**config.mk**
```make
export PLATFORM = sky130hd
export DESIGN_NAME = pipeline_ctrl
export DESIGN_NICKNAME = d
export VERILOG_FILES = /design/src/rtl/pipeline_ctrl_pkg.sv /design/src/rtl/pipeline_ctrl_mc_sequencer.sv /design/src/rtl/pipeline_ctrl.sv
export SDC_FILE = /design/constraint.sdc
export NUM_CORES = 1
export LEC_CHECK = 0
export BUFFER_PORTS_ARGS = -buffer_cell sky130_fd_sc_hd__buf_2
export CORE_MARGIN = 2
export CORE_UTILIZATION = 41
export CTS_BUF_LIST = sky130_fd_sc_hd__clkbuf_8
export CTS_CLUSTER_DIAMETER = 50
export CTS_CLUSTER_SIZE = 28
export DETAILED_ROUTE_END_ITERATION = 7
export GPL_ROUTABILITY_DRIVEN = 0
export GPL_TIMING_DRIVEN = 0
export PLACE_DENSITY = 0.83
export SYNTH_ARGS = -nofsm -noshare
export SYNTH_HDL_FRONTEND = slang
export SYNTH_HIERARCHICAL = 1
export SYNTH_SLANG_ARGS = --single-unit
export TNS_END_PERCENT = 20
```
**constraint.sdc**
```tcl
create_clock -name clk -period 2.7 [get_ports clk]
set_clock_uncertainty 0.1 [all_clocks]
set_input_delay 0.54 -clock clk [delete_from_list [all_inputs] [get_ports clk]]
set_output_delay 0.54 -clock clk [all_outputs]
set_load 0.005 [all_outputs]
```
**src/rtl/pipeline_ctrl_pkg.sv**
```systemverilog
// Shared constants for the pipeline controller: stall encodings, sequencer
// states, exception codes and bus widths.
package pipeline_ctrl_pkg;

   localparam int REG_BUS   = 32;
   localparam int STALL_BUS = 6;
   localparam int PC_CNT_W  = 6;

   localparam logic [REG_BUS-1:0] PC_EXC_VECTOR = 32'h0000_0020;
   localparam logic [REG_BUS-1:0] PC_ERET_TYPE  = 32'h0000_000e;

   // bit order: [0]pc [1]if_id [2]id_ex [3]ex_mem [4]mem_wb [5]wb
   localparam logic [STALL_BUS-1:0] STALL_NONE = 6'b000000;
   localparam logic [STALL_BUS-1:0] STALL_IF   = 6'b000011;
   localparam logic [STALL_BUS-1:0] STALL_ID   = 6'b000111;
   localparam logic [STALL_BUS-1:0] STALL_EX   = 6'b001111;
   localparam logic [STALL_BUS-1:0] STALL_MEM  = 6'b011111;

   typedef enum logic [1:0] {
      MC_IDLE = 2'd0,
      MC_BUSY = 2'd1,
      MC_DONE = 2'd2
   } mc_state_e;

endpackage

```
**src/rtl/pipeline_ctrl_mc_sequencer.sv**
```systemverilog
// Multi-cycle EX sequencer: holds the front of the pipe for a programmed
// number of cycles and pulses mc_done when the result may be written back.
//
// state   | meaning
// --------+----------------------------------------------------------
// MC_IDLE | no multi-cycle op; waiting for mc_start
// MC_BUSY | op in flight; cnt counts down the remaining busy cycles
// MC_DONE | final EX cycle; mc_done pulses, a new op may start here
module pipeline_ctrl_mc_sequencer
   import pipeline_ctrl_pkg::*;
#(
   parameter int CNT_W = PC_CNT_W
) (
   input  logic             clk,
   input  logic             rst,
   input  logic             mc_start,
   input  logic [CNT_W-1:0] mc_cycles,
   input  logic             abort_req,
   output logic             mc_busy,
   output logic             mc_done
);

   mc_state_e        state, state_nxt;
   logic [CNT_W-1:0] cnt, cnt_nxt;
   mc_state_e        start_state;
   logic [CNT_W-1:0] start_cnt;

   // State and countdown registers.
   always_ff @(posedge clk or negedge rst) begin
      if (!rst) begin
         state <= MC_IDLE;
         cnt   <= '0;
      end else begin
         state <= state_nxt;
         cnt   <= cnt_nxt;
      end
   end

   // Next state, countdown and done pulse; an abort overrides everything.
   always_comb begin
      state_nxt   = state;
      cnt_nxt     = cnt;
      mc_done     = 1'b0;
      start_state = MC_DONE;
      start_cnt   = '0;
      // Ops of 0 or 1 cycles have no busy phase and finish on the next cycle.
      if (mc_cycles > CNT_W'(1)) begin
         start_state = MC_BUSY;
         start_cnt   = mc_cycles - CNT_W'(1);
      end
      case (state)
         MC_IDLE: begin
            if (mc_start) begin
               state_nxt = start_state;
               cnt_nxt   = start_cnt;
            end
         end
         MC_BUSY: begin
            // cnt holds the busy cycles left including this one.
            if (cnt <= CNT_W'(1)) begin
               state_nxt = MC_DONE;
               cnt_nxt   = '0;
            end else begin
               cnt_nxt = cnt - CNT_W'(1);
            end
         end
         MC_DONE: begin
            mc_done   = 1'b1;
            state_nxt = MC_IDLE;
            cnt_nxt   = '0;
            if (mc_start) begin
               state_nxt = start_state;
               cnt_nxt   = start_cnt;
            end
         end
         default: begin
            state_nxt = MC_IDLE;
            cnt_nxt   = '0;
         end
      endcase
      if (abort_req) begin
         state_nxt = MC_IDLE;
         cnt_nxt   = '0;
         mc_done   = 1'b0;
      end
   end

   assign mc_busy = (state == MC_BUSY);

endmodule

```
**src/rtl/pipeline_ctrl.sv**
```systemverilog
// Central pipeline controller: stall vector priority, exception/ERET
// redirect and multi-cycle EX sequencing.
// Optional macro CTRL_PERF_CNT_EN adds a saturating stall-cycle counter.
module pipeline_ctrl
   import pipeline_ctrl_pkg::*;
#(
   parameter logic [REG_BUS-1:0] EXC_VECTOR = PC_EXC_VECTOR,
   parameter int                 CNT_W      = PC_CNT_W,
   parameter logic [REG_BUS-1:0] ERET_TYPE  = PC_ERET_TYPE
) (
   input  logic                 clk,
   input  logic                 rst,
   input  logic                 stallreq_if,
   input  logic                 stallreq_id,
   input  logic                 stallreq_ex,
   input  logic                 stallreq_mem,
   input  logic                 mc_start,
   input  logic [CNT_W-1:0]     mc_cycles,
   input  logic [REG_BUS-1:0]   excepttype_i,
   input  logic [REG_BUS-1:0]   cp0_epc_i,
   output logic [STALL_BUS-1:0] stall,
   output logic                 flush,
   output logic [REG_BUS-1:0]   new_pc,
   output logic                 mc_busy,
   output logic                 mc_done
`ifdef CTRL_PERF_CNT_EN
   ,
   output logic [31:0]          stall_cycles
`endif
);

   logic exc;

   assign exc = (excepttype_i != '0);

   pipeline_ctrl_mc_sequencer #(.CNT_W(CNT_W)) u_mc_seq (
      .clk       (clk),
      .rst       (rst),
      .mc_start  (mc_start),
      .mc_cycles (mc_cycles),
      .abort_req (exc),
      .mc_busy   (mc_busy),
      .mc_done   (mc_done)
   );

   // Stall priority and redirect; held at zero while reset is asserted so
   // the outputs drop without waiting for a clock.
   always_comb begin
      stall  = STALL_NONE;
      flush  = 1'b0;
      new_pc = '0;
      if (rst) begin
         if (exc) begin
            flush  = 1'b1;
            new_pc = (excepttype_i == ERET_TYPE) ? cp0_epc_i : EXC_VECTOR;
         end else if (stallreq_mem) begin
            stall = STALL_MEM;
         end else if (stallreq_ex || mc_busy) begin
            stall = STALL_EX;
         end else if (stallreq_id) begin
            stall = STALL_ID;
         end else if (stallreq_if) begin
            stall = STALL_IF;
         end
      end
   end

`ifdef CTRL_PERF_CNT_EN
   // Count PC-stalled cycles, saturating; a flush restarts the count.
   always_ff @(posedge clk or negedge rst) begin
      if (!rst) begin
         stall_cycles <= '0;
      end else if (flush) begin
         stall_cycles <= '0;
      end else if (stall[0] && (stall_cycles != 32'hFFFF_FFFF)) begin
         stall_cycles <= stall_cycles + 32'd1;
      end
   end
`endif

endmodule

```
# ---- After elaboration in Yosys (flattened, before gate mapping)
# Index checks and enable logic that the tools add are counted.
dict set report op_classes {
  addsub 2
  n_reduce_logical 4
  n_mux 25
  n_eq_ne 5
  magnitude_cmp 2
}
# op n
set op_table {}
lappend op_table {{32-bit 2-to-1 mux} 3}
lappend op_table {{32-bit by 4-bit equality test with 1-bit output (second input constant)} 1}
lappend op_table {{32-bit nonzero test} 1}
lappend op_table {{6-bit 2-to-1 mux} 5}
lappend op_table {{6-bit case mux with 3 select lines} 1}
lappend op_table {{5-bit 2-to-1 mux} 3}
lappend op_table {{2-bit 2-to-1 mux} 6}
lappend op_table {{6-bit by 1-bit subtractor with 6-bit output (second input constant)} 2}
lappend op_table {{6-bit by 1-bit greater-than comparator with 1-bit output (second input constant)} 1}
lappend op_table {{6-bit by 1-bit less-or-equal comparator with 1-bit output (second input constant)} 1}
lappend op_table {{2-bit case mux with 3 select lines} 1}
lappend op_table {{1-bit 2-to-1 mux} 4}
lappend op_table {{4-bit 2-to-1 mux} 1}
lappend op_table {{3-bit 2-to-1 mux} 1}
lappend op_table {{3-bit by 1-bit != test with 1-bit output (second input constant)} 1}
lappend op_table {{3-bit != test (second input constant)} 1}
lappend op_table {{2-bit by 1-bit equality test with 1-bit output (second input constant)} 1}
lappend op_table {{2-bit equality test (second input constant)} 1}
lappend op_table {{2-bit zero test} 1}
lappend op_table {{2-bit AND reduction} 1}
lappend op_table {{1-bit logical OR} 1}
dict set report totals {
  regBits 8
}

# ---- Longest topological paths before layout
dict set report depth {
  ltp_word 6
  mapped_depth 6
}

# ---- Hierarchy
# The synthesis kept the hierarchy.
# module cells_each area_per_inst_um2 instances
set modules_own_cells {}
lappend modules_own_cells {pipeline_ctrl 107 843.3 1}
lappend modules_own_cells {pipeline_ctrl_mc_sequencer 73 664.4 1}

# ---- Worst setup path after synthesis
# No wires, ideal clock.
dict set report synth_path {
  path_kind {input to output}
  start {input excepttype_i[0]}
  end {output stall[1]}
  path_stages 4
  path_slack_ns 0.335
  required_time_ns 2.060
  t_arrival_ns 1.725
  path_cell_list {nor4_2 -> nand4_4 -> nor4_1 -> buf_4}
}
dict set report synth_between {
  elab_chain_cells 3
}
# element line
set synth_lines {}
lappend synth_lines {{from (decl)} pipeline_ctrl.sv:19} ;# input logic [REG_BUS-1:0] excepttype_i,
lappend synth_lines {{32-bit nonzero test} pipeline_ctrl.sv:34} ;# assign exc = (excepttype_i != '0);
lappend synth_lines {{5-bit 2-to-1 mux} pipeline_ctrl.sv:53} ;# if (exc) begin
lappend synth_lines {{5-bit 2-to-1 mux} pipeline_ctrl.sv:52} ;# if (rst) begin
lappend synth_lines {{to (decl)} pipeline_ctrl.sv:21} ;# output logic [STALL_BUS-1:0] stall,
# No other way between the ends.

# ---- Worst setup path in the final report
dict set report layout_path {
  start {register u_mc_seq.state[0]}
  end {output stall[1]}
}
dict set report layout_between {
  elab_chain_cells 6
}
# element line
set layout_lines {}
lappend layout_lines {{from (decl)} pipeline_ctrl_mc_sequencer.sv:23} ;# mc_state_e state, state_nxt;
lappend layout_lines {{from (signal assigned)} pipeline_ctrl_mc_sequencer.sv:34} ;# state <= state_nxt;
lappend layout_lines {{2-bit by 1-bit equality test with 1-bit output} pipeline_ctrl_mc_sequencer.sv:88} ;# assign mc_busy = (state == MC_BUSY);
lappend layout_lines {{1-bit logical OR} pipeline_ctrl.sv:58} ;# end else if (stallreq_ex || mc_busy) begin
lappend layout_lines {{4-bit 2-to-1 mux} pipeline_ctrl.sv:58}
lappend layout_lines {{5-bit 2-to-1 mux} pipeline_ctrl.sv:56} ;# end else if (stallreq_mem) begin
lappend layout_lines {{5-bit 2-to-1 mux} pipeline_ctrl.sv:53}
lappend layout_lines {{5-bit 2-to-1 mux} pipeline_ctrl.sv:52}
# No other way between the ends.

==> flow_summary.yaml <==
clock_network:
  clock-root-buffer: "clkbuf_8"
  path_clk_slew_ns: 0.04
  htreeDepth: 1
  postCtsHoldBufs: 0
  clk_path_buf_depth: 2
  tritoncts: "built"
  clock_latency_ns: 0.23
  cts.sinks: 8
  cts_buffers: 3
worst_setup_path:
  crit_fanout: 8
  crit_path_end_kind: "output port"
  critPathArrivalTime_ns: 1.96
  r2r-start: "u_mc_seq/cnt[0]$_DFFE_PN0P_"
  path_class: "reg -> out"
  r2r_cells: 6
  critical_path_required_ns: 2.06
  r2r_slack_ns: 0.96
  start_kind: "flip-flop"
  timing.rr.end: "u_mc_seq/cnt[4]$_DFFE_PN0P_"
finish:
  area_growth_pct: 54.19
  drive_above_1_share: 0.6151
  ff_latch_area_sq_um: 202.7
  final_area_sq_um: 2325
  n_fill_cell: 310
  nNetsFinal: 387
  multi_input_area_sq_um: 1260
  diodes: 0
synth:
  synth_edf_count: 0
  ys.flop_type: "dfrtp_1"
  avgSynthCellArea_sq_um: 8.376
  syn-cell-area_sq_um: 1508
  async_flop_share: 1.000
  synth.top_cell.area_share: 0.3071
  synth_common_cells: "41 x nand2_1, 37 x nor4_2, 9 x inv_1"
  synth_nets: 261
  synth_top_area_cell: "nor4_2"
  ys_seq_area_frac: 0.1328
  yosysUniqueCellTypes: 41
  yosysMostFrequentCell: "nand2_1"
  ys_ff_latch: 8
  syn_inst: 180
  yosys-top-cells-area: "nor4_2 31%, dfrtp_1 13%, nand2_1 10%"
  yosysWarnings: 6
floorplan:
  dieArea_sq_um: 4178
  die_h_um: 64.64
  die_width_um: 64.64
  coreArea_sq_um: 3606
  num_rows: 22
  boundaryPins: 118
  start_util: 0.4181
run:
  drv_cap: 0
routing:
  antenna_left: 0
  via_per_inst: 5.338
  firstDrtPassIters: 4
  drc: 0
  wl_um: 4680
  drt-initial-drc-count: 88
  routedWlPerCell_um: 13.30
  via_count: 1879
power_and_ir_drop:
  p_leak_nw: 1.008
  power_density_nw_per_um2: 175.9
  peakVddDrop_v: 0.0001551
  p_total_mw: 0.4089
sta:
  fmax_ghz: 0.3843
  max-slew-margin-rel: 0.5694
  min_period_ns: 2.602
  fin_crit_sh: 0.9639
  rsz0062_at_grt: "false"
  finalWorstSetupSlack_ns: 0.09757
  maxSlewViolCount: 0
  setup_viol: 0
  hold_violations: 0
  worst_slew_pin_slew_ns: 0.6459
global_route:
  gr-total-overflow: 0
  grt_max_degree: 12
  grt_use_total: 0.2040
  grt_pass1_wl_um: 6962
  grt_antenna_before_repair: 0
  grt_pass1_vias: 1608
placed_design:
  hpwl_um: 3551
  place_area_sq_um: 2148
  pre_cts_slack_ns: -0.1266
  port_buffers: 116
hold_path:
  min_path_type: "in -> async"
run_status:
  outcome: "complete, no violations"
-- critical path, stage by stage (launching register included) --
cell	delay [ns]
dfrtp_2	0.47
and2b_2	0.26
or4_4	0.54
nor2_2	0.17
nor4_4	0.06
buf_4	0.13
buf_2	0.11
-- kinds of logic (layout without fill, tap and decap cells) --
| family | after synthesis | in the layout | share of synthesized area |
|---|---|---|---|
| DFF | 8 | 8 | 0.1328 |
| adders and majority gates | 4 | 4 | 0.03320 |
| and+or+nand+nor | 111 | 112 | 0.5577 |
| buffers and inverters | 25 | 148 | 0.09791 |
| xor gates and xnor gates | 7 | 7 | 0.04066 |
| AOI/OAI and AO/OA | 24 | 24 | 0.1353 |
| other | 1 | 1 | 0.002487 |
-- stage by stage --
stage	setup TNS [ns]	hold WS [ns]	util	std cells
finish	0	0.06578	0.6447	352
global placement	-0.1135	0.3104	0.5958	344
floorplan	0	0.1444	-	180
detailed placement	-0.1737	0.3104	0.5958	344
CTS	0	0.06532	0.6090	347
global route	0	0.07365	0.6447	352
-- worst max-delay path by stage --
| stage | startpoint | end | slack (ns) | cells after the start |
|---|---|---|---|---|
| final | u_mc_seq/state[0]$_DFFE_PN0P_ | stall[1] | 0.1 | 6 |
| after global routing | excepttype_i[22] | mc_done | 0.02 | 6 |
| after CTS | u_mc_seq/state[0]$_DFFE_PN0P_ | stall[1] | 0.004 | 7 |
| after detailed placement | excepttype_i[21] | stall[1] | -0.13 | 6 |
| after global placement | excepttype_i[21] | stall[1] | -0.1 | 6 |
| after floorplan | excepttype_i[0] | stall[1] | 0.34 | 4 |
-- power by group --
group            switching, mW  internal (mW)  leakage [nW]  total, mW
Sequential     0.0000000000358          0.120         0.108      0.120
Combinational           0.0773         0.0656         0.878      0.143
Clock                   0.0489         0.0968        0.0216      0.146
Total                    0.126          0.283          1.01      0.409
-- metal layers --
metal  global-route usage  part of all wire  vias to the layer above
li1                     -                 -                      930
met1               0.2545              0.42                      850
met2               0.3685              0.50                       93
met3              0.01910             0.070                        6
met4              0.06383            0.0096                        0
met5                    0                 0                        -
-- state kept, by name, summed over array words and instances, names as in the netlist --
register / cells
u_mc_seq/cnt: 6
u_mc_seq/state: 2
-- area by class of cell --
class                           instances  area share
Multi-Input combinational cell        148      0.5420
Clock buffer                            3     0.01776
Inverter                                9     0.01453
Buffer                                 15     0.04682
Sequential cell                         8     0.08719
Timing Repair Buffer                  121      0.2659
Tap cell                               48     0.02583
-- placed cells by master (no fill, tap or decap), types with 2 or more instances in the layout --
cell type	synthesis	routed
nand3_1	4	4
dfrtp_1	8	6
nand2_1	41	41
nor3_1	7	6
nor2_1	4	3
xor2_1	7	7
a21oi_1	3	3
nor4_1	5	4
o21ba_2	2	2
o21ai_1	3	3
nand4_4	1	2
clkbuf_1	4	4
nor4_2	37	31
inv_1	9	9
buf_4	2	7
dfrtp_2	0	2
o21ai_0	2	2
buf_1	3	3
buf_2	0	116
a22oi_1	5	5
nor4_4	0	7
ha_1	4	4
nor3_2	1	2
clkbuf_8	0	3
buf_6	6	6
nor3b_1	3	3
-- repair_timing --
item,4_1_cts,5_1_grt
buffers inserted,0,5
setup endpoints to repair,2,23
gates resized for setup,1,13
pin swaps,0,6
gates cloned,0,1
Note: power is estimated with default switching activity, not from simulation.
